--- src/rtl/vram_port_arbiter_if.sv ---
// ---------------------------------------------------------------------------
// vram_port_arbiter_if
// Bundles the two requester ports (CPU, DMA), the shared VRAM port A lines
// and the arbiter debug view into one interface.
//
// Handshake: a requester raises *_req with *_rw/*_address/*_data_in and holds
// all four stable until it sees *_grant high in the same cycle; the beat is
// transferred on the rising edge that ends that cycle. Reads return one cycle
// later as a single-cycle *_data_valid pulse with *_data_out; writes return
// nothing.
//
// Modports:
//   slave  - the arbiter side
//   master - the environment side (requesters plus the VRAM port A model)
//
// Debug: dbg_owner encodes the previous-cycle owner (0 = none, 1 = CPU,
// 2 = DMA); dbg_burst_count is the saturating burst counter.
// ---------------------------------------------------------------------------
interface vram_port_arbiter_if #(
   parameter int ADDRESS_WIDTH = 16,
   parameter int DATA_WIDTH    = 16
);
   logic                     cpu_req;
   logic                     cpu_rw;
   logic [ADDRESS_WIDTH-1:0] cpu_address;
   logic [DATA_WIDTH-1:0]    cpu_data_in;
   logic                     cpu_grant;
   logic [DATA_WIDTH-1:0]    cpu_data_out;
   logic                     cpu_data_valid;

   logic                     dma_req;
   logic                     dma_rw;
   logic [ADDRESS_WIDTH-1:0] dma_address;
   logic [DATA_WIDTH-1:0]    dma_data_in;
   logic                     dma_grant;
   logic [DATA_WIDTH-1:0]    dma_data_out;
   logic                     dma_data_valid;

   logic                     vram_enable;
   logic                     vram_rw;
   logic [ADDRESS_WIDTH-1:0] vram_address;
   logic [DATA_WIDTH-1:0]    vram_data_in;
   logic [DATA_WIDTH-1:0]    vram_data_out;

   logic [1:0]               dbg_owner;
   logic [7:0]               dbg_burst_count;

   modport slave (
      input  cpu_req, cpu_rw, cpu_address, cpu_data_in,
      output cpu_grant, cpu_data_out, cpu_data_valid,
      input  dma_req, dma_rw, dma_address, dma_data_in,
      output dma_grant, dma_data_out, dma_data_valid,
      output vram_enable, vram_rw, vram_address, vram_data_in,
      input  vram_data_out,
      output dbg_owner, dbg_burst_count
   );

   modport master (
      output cpu_req, cpu_rw, cpu_address, cpu_data_in,
      input  cpu_grant, cpu_data_out, cpu_data_valid,
      output dma_req, dma_rw, dma_address, dma_data_in,
      input  dma_grant, dma_data_out, dma_data_valid,
      input  vram_enable, vram_rw, vram_address, vram_data_in,
      output vram_data_out,
      input  dbg_owner, dbg_burst_count
   );
endinterface

--- src/rtl/vram_port_arbiter.sv ---
// ---------------------------------------------------------------------------
// vram_port_arbiter
// Shares VRAM port A between the CPU path and the DMA/blitter engine, one
// single-beat transaction per cycle. Grant is combinational from the requests
// and registered owner/burst state; a burst limit bounds how long one side
// can hold the port while the other waits. Read data comes back one cycle
// after the grant on the side that issued the read.
//
// Ports:
//   clock - system clock, rising edge
//   reset - asynchronous, active-low
//   bus   - vram_port_arbiter_if.slave (requesters, VRAM port A, debug)
// ---------------------------------------------------------------------------
module vram_port_arbiter #(
   parameter int ADDRESS_WIDTH = 16,
   parameter int DATA_WIDTH    = 16,
   parameter int MAX_BURST     = 8
) (
   input  logic                clock,
   input  logic                reset,
   vram_port_arbiter_if.slave  bus
);

   typedef enum logic [1:0] {
      OWN_NONE = 2'd0,
      OWN_CPU  = 2'd1,
      OWN_DMA  = 2'd2
   } owner_e;

   typedef enum logic {
      TAG_CPU = 1'b0,
      TAG_DMA = 1'b1
   } tag_e;

   localparam logic [7:0] MAX_BURST_C = 8'(MAX_BURST);

   owner_e                   owner_q, owner_d;
   logic [7:0]               burst_count_q, burst_count_d;
   logic                     rd_pending_q, rd_pending_d;
   tag_e                     rd_tag_q, rd_tag_d;
   logic [DATA_WIDTH-1:0]    cpu_hold_q, cpu_hold_d;
   logic [DATA_WIDTH-1:0]    dma_hold_q, dma_hold_d;

   logic                     gnt_cpu;
   logic                     gnt_dma;
   logic                     at_limit;
   logic                     cpu_valid;
   logic                     dma_valid;
   logic                     sel_rw;
   logic [ADDRESS_WIDTH-1:0] sel_address;
   logic [DATA_WIDTH-1:0]    sel_data;

   assign at_limit = (burst_count_q >= MAX_BURST_C);

   // Grant decision. Gated by reset so nothing is granted while the block
   // is held in reset, even though requests may already be present.
   always_comb begin
      gnt_cpu = 1'b0;
      gnt_dma = 1'b0;
      if (reset) begin
         if (bus.cpu_req && !bus.dma_req) begin
            gnt_cpu = 1'b1;
         end else if (bus.dma_req && !bus.cpu_req) begin
            gnt_dma = 1'b1;
         end else if (bus.cpu_req && bus.dma_req) begin
            unique case (owner_q)
               OWN_CPU: begin
                  gnt_cpu = !at_limit;
                  gnt_dma = at_limit;
               end
               OWN_DMA: begin
                  gnt_dma = !at_limit;
                  gnt_cpu = at_limit;
               end
               default: gnt_cpu = 1'b1;
            endcase
         end
      end
   end

   // Port A drive: granted requester's lines, otherwise all zero.
   always_comb begin
      sel_rw      = 1'b0;
      sel_address = '0;
      sel_data    = '0;
      if (gnt_cpu) begin
         sel_rw      = bus.cpu_rw;
         sel_address = bus.cpu_address;
         sel_data    = bus.cpu_data_in;
      end else if (gnt_dma) begin
         sel_rw      = bus.dma_rw;
         sel_address = bus.dma_address;
         sel_data    = bus.dma_data_in;
      end
   end

   // Owner / burst counter update and read tagging.
   always_comb begin
      owner_d       = OWN_NONE;
      burst_count_d = 8'd0;
      if (gnt_cpu || gnt_dma) begin
         owner_d = gnt_cpu ? OWN_CPU : OWN_DMA;
         if (owner_d == owner_q) begin
            burst_count_d = at_limit ? burst_count_q : burst_count_q + 8'd1;
         end else begin
            burst_count_d = 8'd1;
         end
      end
      rd_pending_d = (gnt_cpu || gnt_dma) && !sel_rw;
      rd_tag_d     = gnt_dma ? TAG_DMA : TAG_CPU;
   end

   // Read return: the RAM presents data the cycle after the read, so the
   // valid strobe is the pending flag itself and data_out passes the RAM
   // data through while valid, holding the captured value otherwise.
   always_comb begin
      cpu_valid  = rd_pending_q && (rd_tag_q == TAG_CPU);
      dma_valid  = rd_pending_q && (rd_tag_q == TAG_DMA);
      cpu_hold_d = cpu_valid ? bus.vram_data_out : cpu_hold_q;
      dma_hold_d = dma_valid ? bus.vram_data_out : dma_hold_q;
   end

   always_ff @(posedge clock or negedge reset) begin
      if (!reset) begin
         owner_q       <= OWN_NONE;
         burst_count_q <= 8'd0;
         rd_pending_q  <= 1'b0;
         rd_tag_q      <= TAG_CPU;
         cpu_hold_q    <= '0;
         dma_hold_q    <= '0;
      end else begin
         owner_q       <= owner_d;
         burst_count_q <= burst_count_d;
         rd_pending_q  <= rd_pending_d;
         rd_tag_q      <= rd_tag_d;
         cpu_hold_q    <= cpu_hold_d;
         dma_hold_q    <= dma_hold_d;
      end
   end

   assign bus.cpu_grant       = gnt_cpu;
   assign bus.dma_grant       = gnt_dma;
   assign bus.vram_enable     = gnt_cpu || gnt_dma;
   assign bus.vram_rw         = sel_rw;
   assign bus.vram_address    = sel_address;
   assign bus.vram_data_in    = sel_data;
   assign bus.cpu_data_valid  = cpu_valid;
   assign bus.dma_data_valid  = dma_valid;
   assign bus.cpu_data_out    = cpu_hold_d;
   assign bus.dma_data_out    = dma_hold_d;
   assign bus.dbg_owner       = owner_q;
   assign bus.dbg_burst_count = burst_count_q;

endmodule

--- src/flat_wrapper.sv ---
// flat-port wrapper written by rule: the top's interface ports become plain ports
module vram_port_arbiter_flat 
#(
   parameter int ADDRESS_WIDTH = 16,
   parameter int DATA_WIDTH    = 16,
   parameter int MAX_BURST     = 8
)
  (clock, reset, bus_cpu_req, bus_cpu_rw, bus_cpu_address, bus_cpu_data_in, bus_cpu_grant, bus_cpu_data_out, bus_cpu_data_valid, bus_dma_req, bus_dma_rw, bus_dma_address, bus_dma_data_in, bus_dma_grant, bus_dma_data_out, bus_dma_data_valid, bus_vram_enable, bus_vram_rw, bus_vram_address, bus_vram_data_in, bus_vram_data_out, bus_dbg_owner, bus_dbg_burst_count);
  vram_port_arbiter_if #(.ADDRESS_WIDTH(ADDRESS_WIDTH), .DATA_WIDTH(DATA_WIDTH)) bus_i ();
  input  logic clock;
  input  logic reset;
  input wire logic [$bits(bus_i.cpu_req)-1:0] bus_cpu_req;
  input wire logic [$bits(bus_i.cpu_rw)-1:0] bus_cpu_rw;
  input wire logic [$bits(bus_i.cpu_address)-1:0] bus_cpu_address;
  input wire logic [$bits(bus_i.cpu_data_in)-1:0] bus_cpu_data_in;
  output wire logic [$bits(bus_i.cpu_grant)-1:0] bus_cpu_grant;
  output wire logic [$bits(bus_i.cpu_data_out)-1:0] bus_cpu_data_out;
  output wire logic [$bits(bus_i.cpu_data_valid)-1:0] bus_cpu_data_valid;
  input wire logic [$bits(bus_i.dma_req)-1:0] bus_dma_req;
  input wire logic [$bits(bus_i.dma_rw)-1:0] bus_dma_rw;
  input wire logic [$bits(bus_i.dma_address)-1:0] bus_dma_address;
  input wire logic [$bits(bus_i.dma_data_in)-1:0] bus_dma_data_in;
  output wire logic [$bits(bus_i.dma_grant)-1:0] bus_dma_grant;
  output wire logic [$bits(bus_i.dma_data_out)-1:0] bus_dma_data_out;
  output wire logic [$bits(bus_i.dma_data_valid)-1:0] bus_dma_data_valid;
  output wire logic [$bits(bus_i.vram_enable)-1:0] bus_vram_enable;
  output wire logic [$bits(bus_i.vram_rw)-1:0] bus_vram_rw;
  output wire logic [$bits(bus_i.vram_address)-1:0] bus_vram_address;
  output wire logic [$bits(bus_i.vram_data_in)-1:0] bus_vram_data_in;
  input wire logic [$bits(bus_i.vram_data_out)-1:0] bus_vram_data_out;
  output wire logic [$bits(bus_i.dbg_owner)-1:0] bus_dbg_owner;
  output wire logic [$bits(bus_i.dbg_burst_count)-1:0] bus_dbg_burst_count;
  assign bus_i.cpu_req = bus_cpu_req;
  assign bus_i.cpu_rw = bus_cpu_rw;
  assign bus_i.cpu_address = bus_cpu_address;
  assign bus_i.cpu_data_in = bus_cpu_data_in;
  assign bus_cpu_grant = bus_i.cpu_grant;
  assign bus_cpu_data_out = bus_i.cpu_data_out;
  assign bus_cpu_data_valid = bus_i.cpu_data_valid;
  assign bus_i.dma_req = bus_dma_req;
  assign bus_i.dma_rw = bus_dma_rw;
  assign bus_i.dma_address = bus_dma_address;
  assign bus_i.dma_data_in = bus_dma_data_in;
  assign bus_dma_grant = bus_i.dma_grant;
  assign bus_dma_data_out = bus_i.dma_data_out;
  assign bus_dma_data_valid = bus_i.dma_data_valid;
  assign bus_vram_enable = bus_i.vram_enable;
  assign bus_vram_rw = bus_i.vram_rw;
  assign bus_vram_address = bus_i.vram_address;
  assign bus_vram_data_in = bus_i.vram_data_in;
  assign bus_i.vram_data_out = bus_vram_data_out;
  assign bus_dbg_owner = bus_i.dbg_owner;
  assign bus_dbg_burst_count = bus_i.dbg_burst_count;
  vram_port_arbiter #(.ADDRESS_WIDTH(ADDRESS_WIDTH), .DATA_WIDTH(DATA_WIDTH), .MAX_BURST(MAX_BURST)) u_core (.clock(clock), .reset(reset), .bus(bus_i));
endmodule
--- config.mk ---
export PLATFORM = sky130hd
export DESIGN_NAME = vram_port_arbiter_flat
export DESIGN_NICKNAME = d
export VERILOG_FILES = /design/src/rtl/vram_port_arbiter_if.sv /design/src/rtl/vram_port_arbiter.sv /design/src/flat_wrapper.sv
export SDC_FILE = /design/constraint.sdc
export NUM_CORES = 1
export LEC_CHECK = 0
export CAP_MARGIN = 15
export CORE_MARGIN = 5
export CORE_UTILIZATION = 37
export DETAILED_ROUTE_END_ITERATION = 10
export PLACE_DENSITY_LB_ADDON = 0.3
export SLEW_MARGIN = 20
export SYNTH_ARGS = -nofsm -noshare
export SYNTH_HDL_FRONTEND = slang
export SYNTH_SLANG_ARGS = --single-unit
--- constraint.sdc ---
create_clock -name clock -period 4 [get_ports clock]
set_clock_uncertainty 0.15 [all_clocks]
set_input_delay 0.6 -clock clock [delete_from_list [all_inputs] [get_ports clock]]
set_output_delay 0.6 -clock clock [all_outputs]
set_load 0.02 [all_outputs]
# Word-level counts from Yosys, hierarchy flattened
# Cells that the tools add are included.
# W data, S select, Z words.
# word_totals
register_bits,44
latch_bits,0
ram_bits,0
output_inout_bits,80
mem_count,0
rom_bits,0
# op_classes
n_mux,24
div_mod_pow,0
add_sub_neg,1
n_shift,0
n_reduce_logical,11
n_bitwise,1
n_eq_ne,4
multipliers,0
magnitude_cmp,1
# ops
op,count
$mux W16,6
$mux W8,3
$mux W1,11
$add A8 B1 Y8 const B,1
$ge A8 B4 Y1 const B,1
$logic_and A1 B1 Y1,6
$logic_not A1 Y1,4
$mux W2,2
$pmux W1 S2,2
$ne A3 B3 Y1 const B,1
$eq A2 B1 Y1 const B,1
$eq A2 B2 Y1,1
$eq A2 B2 Y1 const B,1
$logic_or A1 B1 Y1,1
$not A1 Y1,1

# Depth between registers and ports, before layout
# depth
word_depth,11
mapped_depth,7
depth_no_buf,6

# Worst setup path after synthesis
# Ideal clock, no wire load.
# synth_path
path_type,flip-flop to output port
from,register u_core.owner_q[0] (netlist: u_core.bus.dbg_owner[0])
to,output port bus_vram_data_in[10]
path_slack_ps,1253
stages_incl_launch_ff,8
arrival_ps,1997
cell_sequence,dfrtp_1 inv_1 ha_1 nand3_1 a31oi_4 buf_2 nand2_1 o21ai_0
# synth_via
elab_chain_len,8
elab_cells_between_ends,14
cone_classes,eq/ne: 2; mux: 12
# synth_rtl
item,line,source
from (decl),vram_port_arbiter.sv:37,"owner_e owner_q, owner_d;"
from (signal assigned),vram_port_arbiter.sv:132,owner_q <= owner_d;
$eq A2 B2 Y1 / $eq A2 B1 Y1 (equally long branches),vram_port_arbiter.sv:66,unique case (owner_q)
$pmux W1 S2 (*),vram_port_arbiter.sv:66,
$mux W1 (*),vram_port_arbiter.sv:65,end else if (bus.cpu_req && bus.dma_req) begin
$mux W1 (*),vram_port_arbiter.sv:63,end else if (bus.dma_req && !bus.cpu_req) begin
$mux W1 (*),vram_port_arbiter.sv:61,if (bus.cpu_req && !bus.dma_req) begin
$mux W1 (*),vram_port_arbiter.sv:60,if (reset) begin
named net bus_dma_grant,flat_wrapper.sv:23,output wire logic [$bits(bus_i.dma_grant)-1:0] bus_dma_grant;
$mux W16 (*),vram_port_arbiter.sv:90,end else if (gnt_dma) begin
$mux W16 (*),vram_port_arbiter.sv:86,if (gnt_cpu) begin
to (decl),flat_wrapper.sv:29,output wire logic [$bits(bus_i.vram_data_in)-1:0] bus_vram_data_in;
# Mark *: on every way through the listed nets, which the timed path passes. The rest lies on a longest branch.

# Worst setup path in the final report
# layout_path
from,input port bus_cpu_req
to,output port bus_vram_data_in[15]
# layout_via
elab_chain_len,7
elab_cells_between_ends,14
cone_classes,mux: 10; reduce/logical: 4
# layout_rtl
item,line,source
from (decl),flat_wrapper.sv:12,input wire logic [$bits(bus_i.cpu_req)-1:0] bus_cpu_req;
$logic_and A1 B1 Y1 / $logic_not A1 Y1 (equally long branches),"vram_port_arbiter.sv:65, vram_port_arbiter.sv:63",
$mux W1 / $logic_and A1 B1 Y1 (equally long branches),"vram_port_arbiter.sv:65, vram_port_arbiter.sv:63",
$mux W1,vram_port_arbiter.sv:63,
$mux W1,vram_port_arbiter.sv:61,
$mux W1,vram_port_arbiter.sv:60,
$mux W16,vram_port_arbiter.sv:90,
$mux W16 (*),vram_port_arbiter.sv:86,
# Mark *: on every way between the ends. The rest lies on a longest branch, timed or not.

==> run summary <==
Multiplexer cells account for 16.8% of the synthesized area. In this run the static leakage power is 1.63 nW. The post-layout minimum cycle time was 3.36 ns.

The largest area contributor in the synthesized netlist was sky130_fd_sc_hd__dfrtp_1. The highest clock rate is 298 MHz, and the final weighted congestion of routability-driven global placement is 0.800. In this run the power density over the cells is 379 nW/µm². The tree is rooted in a sky130_fd_sc_hd__clkbuf_8. Among all stages on the critical path, the largest delay is contributed by sky130_fd_sc_hd__clkdlybuf4s50_1. Combined buffer and inverter count along the critical path: 3. Traced cell by cell, the critical path runs through clkdlybuf4s50_1, nand2_1, a41oi_4, buf_12, nand2_1, o21ai_0, clkdlybuf4s50_1. On the worst path, the slowest cell contributes a delay of 0.66 ns. The number of setup buffers added after CTS is 0, and the sequential-to-total area share from yosys stat is 48.3%. Summing all placed instances gives a cell area of 4010 µm².

In the post-synthesis netlist, the biggest area contributors are sky130_fd_sc_hd__dfrtp_1 (48%), sky130_fd_sc_hd__mux2_2 (16%), sky130_fd_sc_hd__nand2_1 (12%). In this run, distinct cell masters in the synthesized netlist total 30. Detailed placement finished with a half-perimeter wire length of 5900 µm.

The routing usage on met2 was 31.6%; the largest buffer count on any clock path was 2. In this run, the number of DRC markers left after iteration 0 of detailed routing was 76. For the worst endpoint required time, the log shows 3.25 ns. After floorplanning, the core was divided into 28 placement rows.

Buffers inserted to repair hold after CTS numbered 0. The pin count of the biggest net entering global routing was 75; the count of input and output buffers was 165. The run gives 2 as the H-tree level count. IR analysis of the VDD net gives a maximum drop of 0.285 mV.

Of the total synthesized cell area, the portion taken by XOR and XNOR cells is 0.768%. Ratio of cells with drive above 1 in the final layout: 12.8%. The logs give 5 for the total clock buffers created by CTS and 8.75% for the met3 layer usage reported by global route. Summing the areas of all fa, ha and maj instances in the mapped netlist gives 2.20% of the synthesized area. The global-route wire length before repair came out at 11000 µm. In this run the critical register-to-register path is captured at u_core.bus.dbg_burst_count[2]. Counting every net in the synthesized netlist gives 327. The routed length per instance is 15.3 µm. The filler cells instantiated in the layout total 469. Across all layers, the routed design uses 2246 vias. The cell family contributing the most delay on the critical path is buffers and inverters.

Via density per instance: 4.73. By startpoint and endpoint, the worst setup path is classified as in -> out. In this run, post-CTS repair resized a total of 0 instances.

Leaving out fill and tap cells, the most frequent cell in the layout is sky130_fd_sc_hd__clkdlybuf4s50_1. STA puts the critical path data arrival time at 2.61 ns. Measured in cells, the most critical reg-to-reg path has a length of 6. The first detailed-routing pass took 4 iterations. Setup repair after global routing left no endpoint under its margin. Wires add up to 7260 µm.

After technology mapping, the gate count stands at 237. For this run, the post-layout net count is 489. Leaving out fill and tap cells, the most frequent cells in the layout are sky130_fd_sc_hd__clkdlybuf4s50_1 (164), sky130_fd_sc_hd__nand2_1 (71), sky130_fd_sc_hd__dfrtp_1 (44). Max-cap violations in this run came to 0. By area, the combinational part of the netlist is dominated by simple AND/OR/NAND/NOR gates. In the finished design, the share of the clock period the worst path needs comes to 83.9%. The later pin in the worst-skew pair is clocked with a latency of 0.29 ns. The initial antenna violation count was 0; the count of nets left with antenna violations after detail routing was 0. The logs give 0 for the count of antenna diodes in the layout and 0 for the total count of hold-check failures in the final report.

Along the worst path, the maximum fanout reaches 74. Counting flops and latches in the post-synthesis netlist gives 44. The final cell utilization of the core is 69.4%. Global routing used 19.7% of the available met1 tracks.

Of the total synthesized cell area, the portion taken by AND, OR, NAND and NOR gates is 16.8%. In this run the critical register-to-register path is launched from u_core.bus.dbg_burst_count[6]. In this run the count of I/O pins placed on the die edge is 166. The tree built by TritonCTS fans out to 44 sinks. The initial utilization of the core area, before any placement, comes to 38.3%.

Setup violations remaining at the end of the flow were counted as 0. The chip width came out at 88.5 µm. The most congested layer reported by global routing is met2. The die covers 7830 µm².

Global routing used 18.1% of the available tracks. The area of all placed cells without fillers is 4130 µm². TritonCTS built the clock tree.

The die is 88.5 µm tall. Clock-pin slew was measured on the worst setup and hold paths at 0.08 ns. The post-detailed-route DRC marker count came out at 0. The total overflow left after global routing is 0. The actual slew at the worst max-slew pin was 0.893 ns.

The logs give 40.2% for the relative slew slack and 1.80 ns for the register-to-register setup slack. The synthesized design devotes to its leading area cell type 48.3% of total area. Hold is met by 0.0303 ns. The area inside the core boundary was 5960 µm²; the total of warnings raised by yosys was 0. The number of pins with negative max-slew slack in the final report was 0; the average cell area after synthesis was 9.62 µm². The tools report the power consumption as 1.57 mW. Summing every instance area after synthesis gives 2280 µm². The flow ran to the end, and the final reports show no timing, DRC or antenna violations. The tools report the sum of negative setup slack as 0 ns. STA classifies the critical path startpoint as a primary input. The tools report the via count of the first global-routing pass as 2309. Relative to the synthesized area, the layout overhead comes to 81.3%.

Complex-gate fraction of the synthesized area: 11.5%. The tools report the sort of element at the end of the critical path as an output pin. The tightest min-delay check is of the in -> async type.
-- synth_stat cells (all sizes together) --
cell type and n:
nand2 71, dfrtp 44, o21ai 36, mux2 32, buf 8, inv 6
nor2b 6, clkbuf 5, nor2 5, ha 4, nand3 4, a31oi 2
a41oi 2, mux2i 2, or2 2, or3 2, a21oi 1, nand2b 1
nor3 1, o211a 1, xnor2 1, xor2 1
-- flip-flops by register name, indices dropped and copies added, names as in the netlist --
name / flops
u_core.cpu_hold_q: 16
u_core.dma_hold_q: 16
u_core.bus.dbg_burst_count: 8
u_core.bus.dbg_owner: 2
u_core.rd_pending_q: 1
u_core.rd_tag_q: 1
-- power by group --
group	total, mW	internal, mW	switching, mW	leakage (nW)
Clock	0.353	0.204	0.148	0.0614
Sequential	0.557	0.534	0.0232	0.539
Combinational	0.657	0.351	0.307	1.03
Total	1.57	1.09	0.478	1.63
-- metrics by stage --
step	instances	setup WS, ns
floorplan	237	1.25
global placement	467	0.628
detailed placement	467	0.623
CTS	475	0.616
global route	475	0.480
finish	475	0.642
-- cells by family (layout without fill, tap and decap cells) --
family,count (synthesis),in the layout
AND/OR/NAND/NOR,92,92
multiplexers,34,34
flip-flops,44,44
adder cells (fa/ha/maj),4,4
buffers and inverters,19,182
AO/OA/AOI/OAI,42,42
XOR/XNOR,2,2
-- routing by layer --
| layer | up-vias | routed length, µm |
|---|---|---|
| met2 | 110 | 3550 |
| met5 | - | 0 |
| met4 | 0 | 60 |
| met3 | 6 | 960 |
| met1 | 1011 | 2700 |
| li1 | 1119 | - |
-- area by class of cell --
class                      count  area, µm²  area share, %
tap                           75       93.8           2.27
inverter                       6       22.5          0.545
clock buffer                   6       82.6           2.00
clock inverter                 2       38.8          0.938
multi-input combinational    174       1100           26.6
timing repair buffer         168       1690           41.0
sequential                    44       1100           26.6
-- worst max path at each step --
stage                                       start                   end  slack [ns]  cells past startpoint
after detailed placement              bus_cpu_req  bus_vram_data_in[15]        0.62                      7
after global placement                bus_dma_req  bus_vram_data_in[15]        0.63                      7
final                                 bus_cpu_req  bus_vram_data_in[15]        0.64                      7
after CTS                 u_core.bus.dbg_owner[0]  bus_vram_data_in[15]        0.62                      8
after floorplan           u_core.bus.dbg_owner[0]  bus_vram_data_in[10]        1.25                      7
after global routing      u_core.bus.dbg_owner[0]  bus_vram_data_in[15]        0.48                      8
Note: power is estimated with default switching activity, not from simulation.
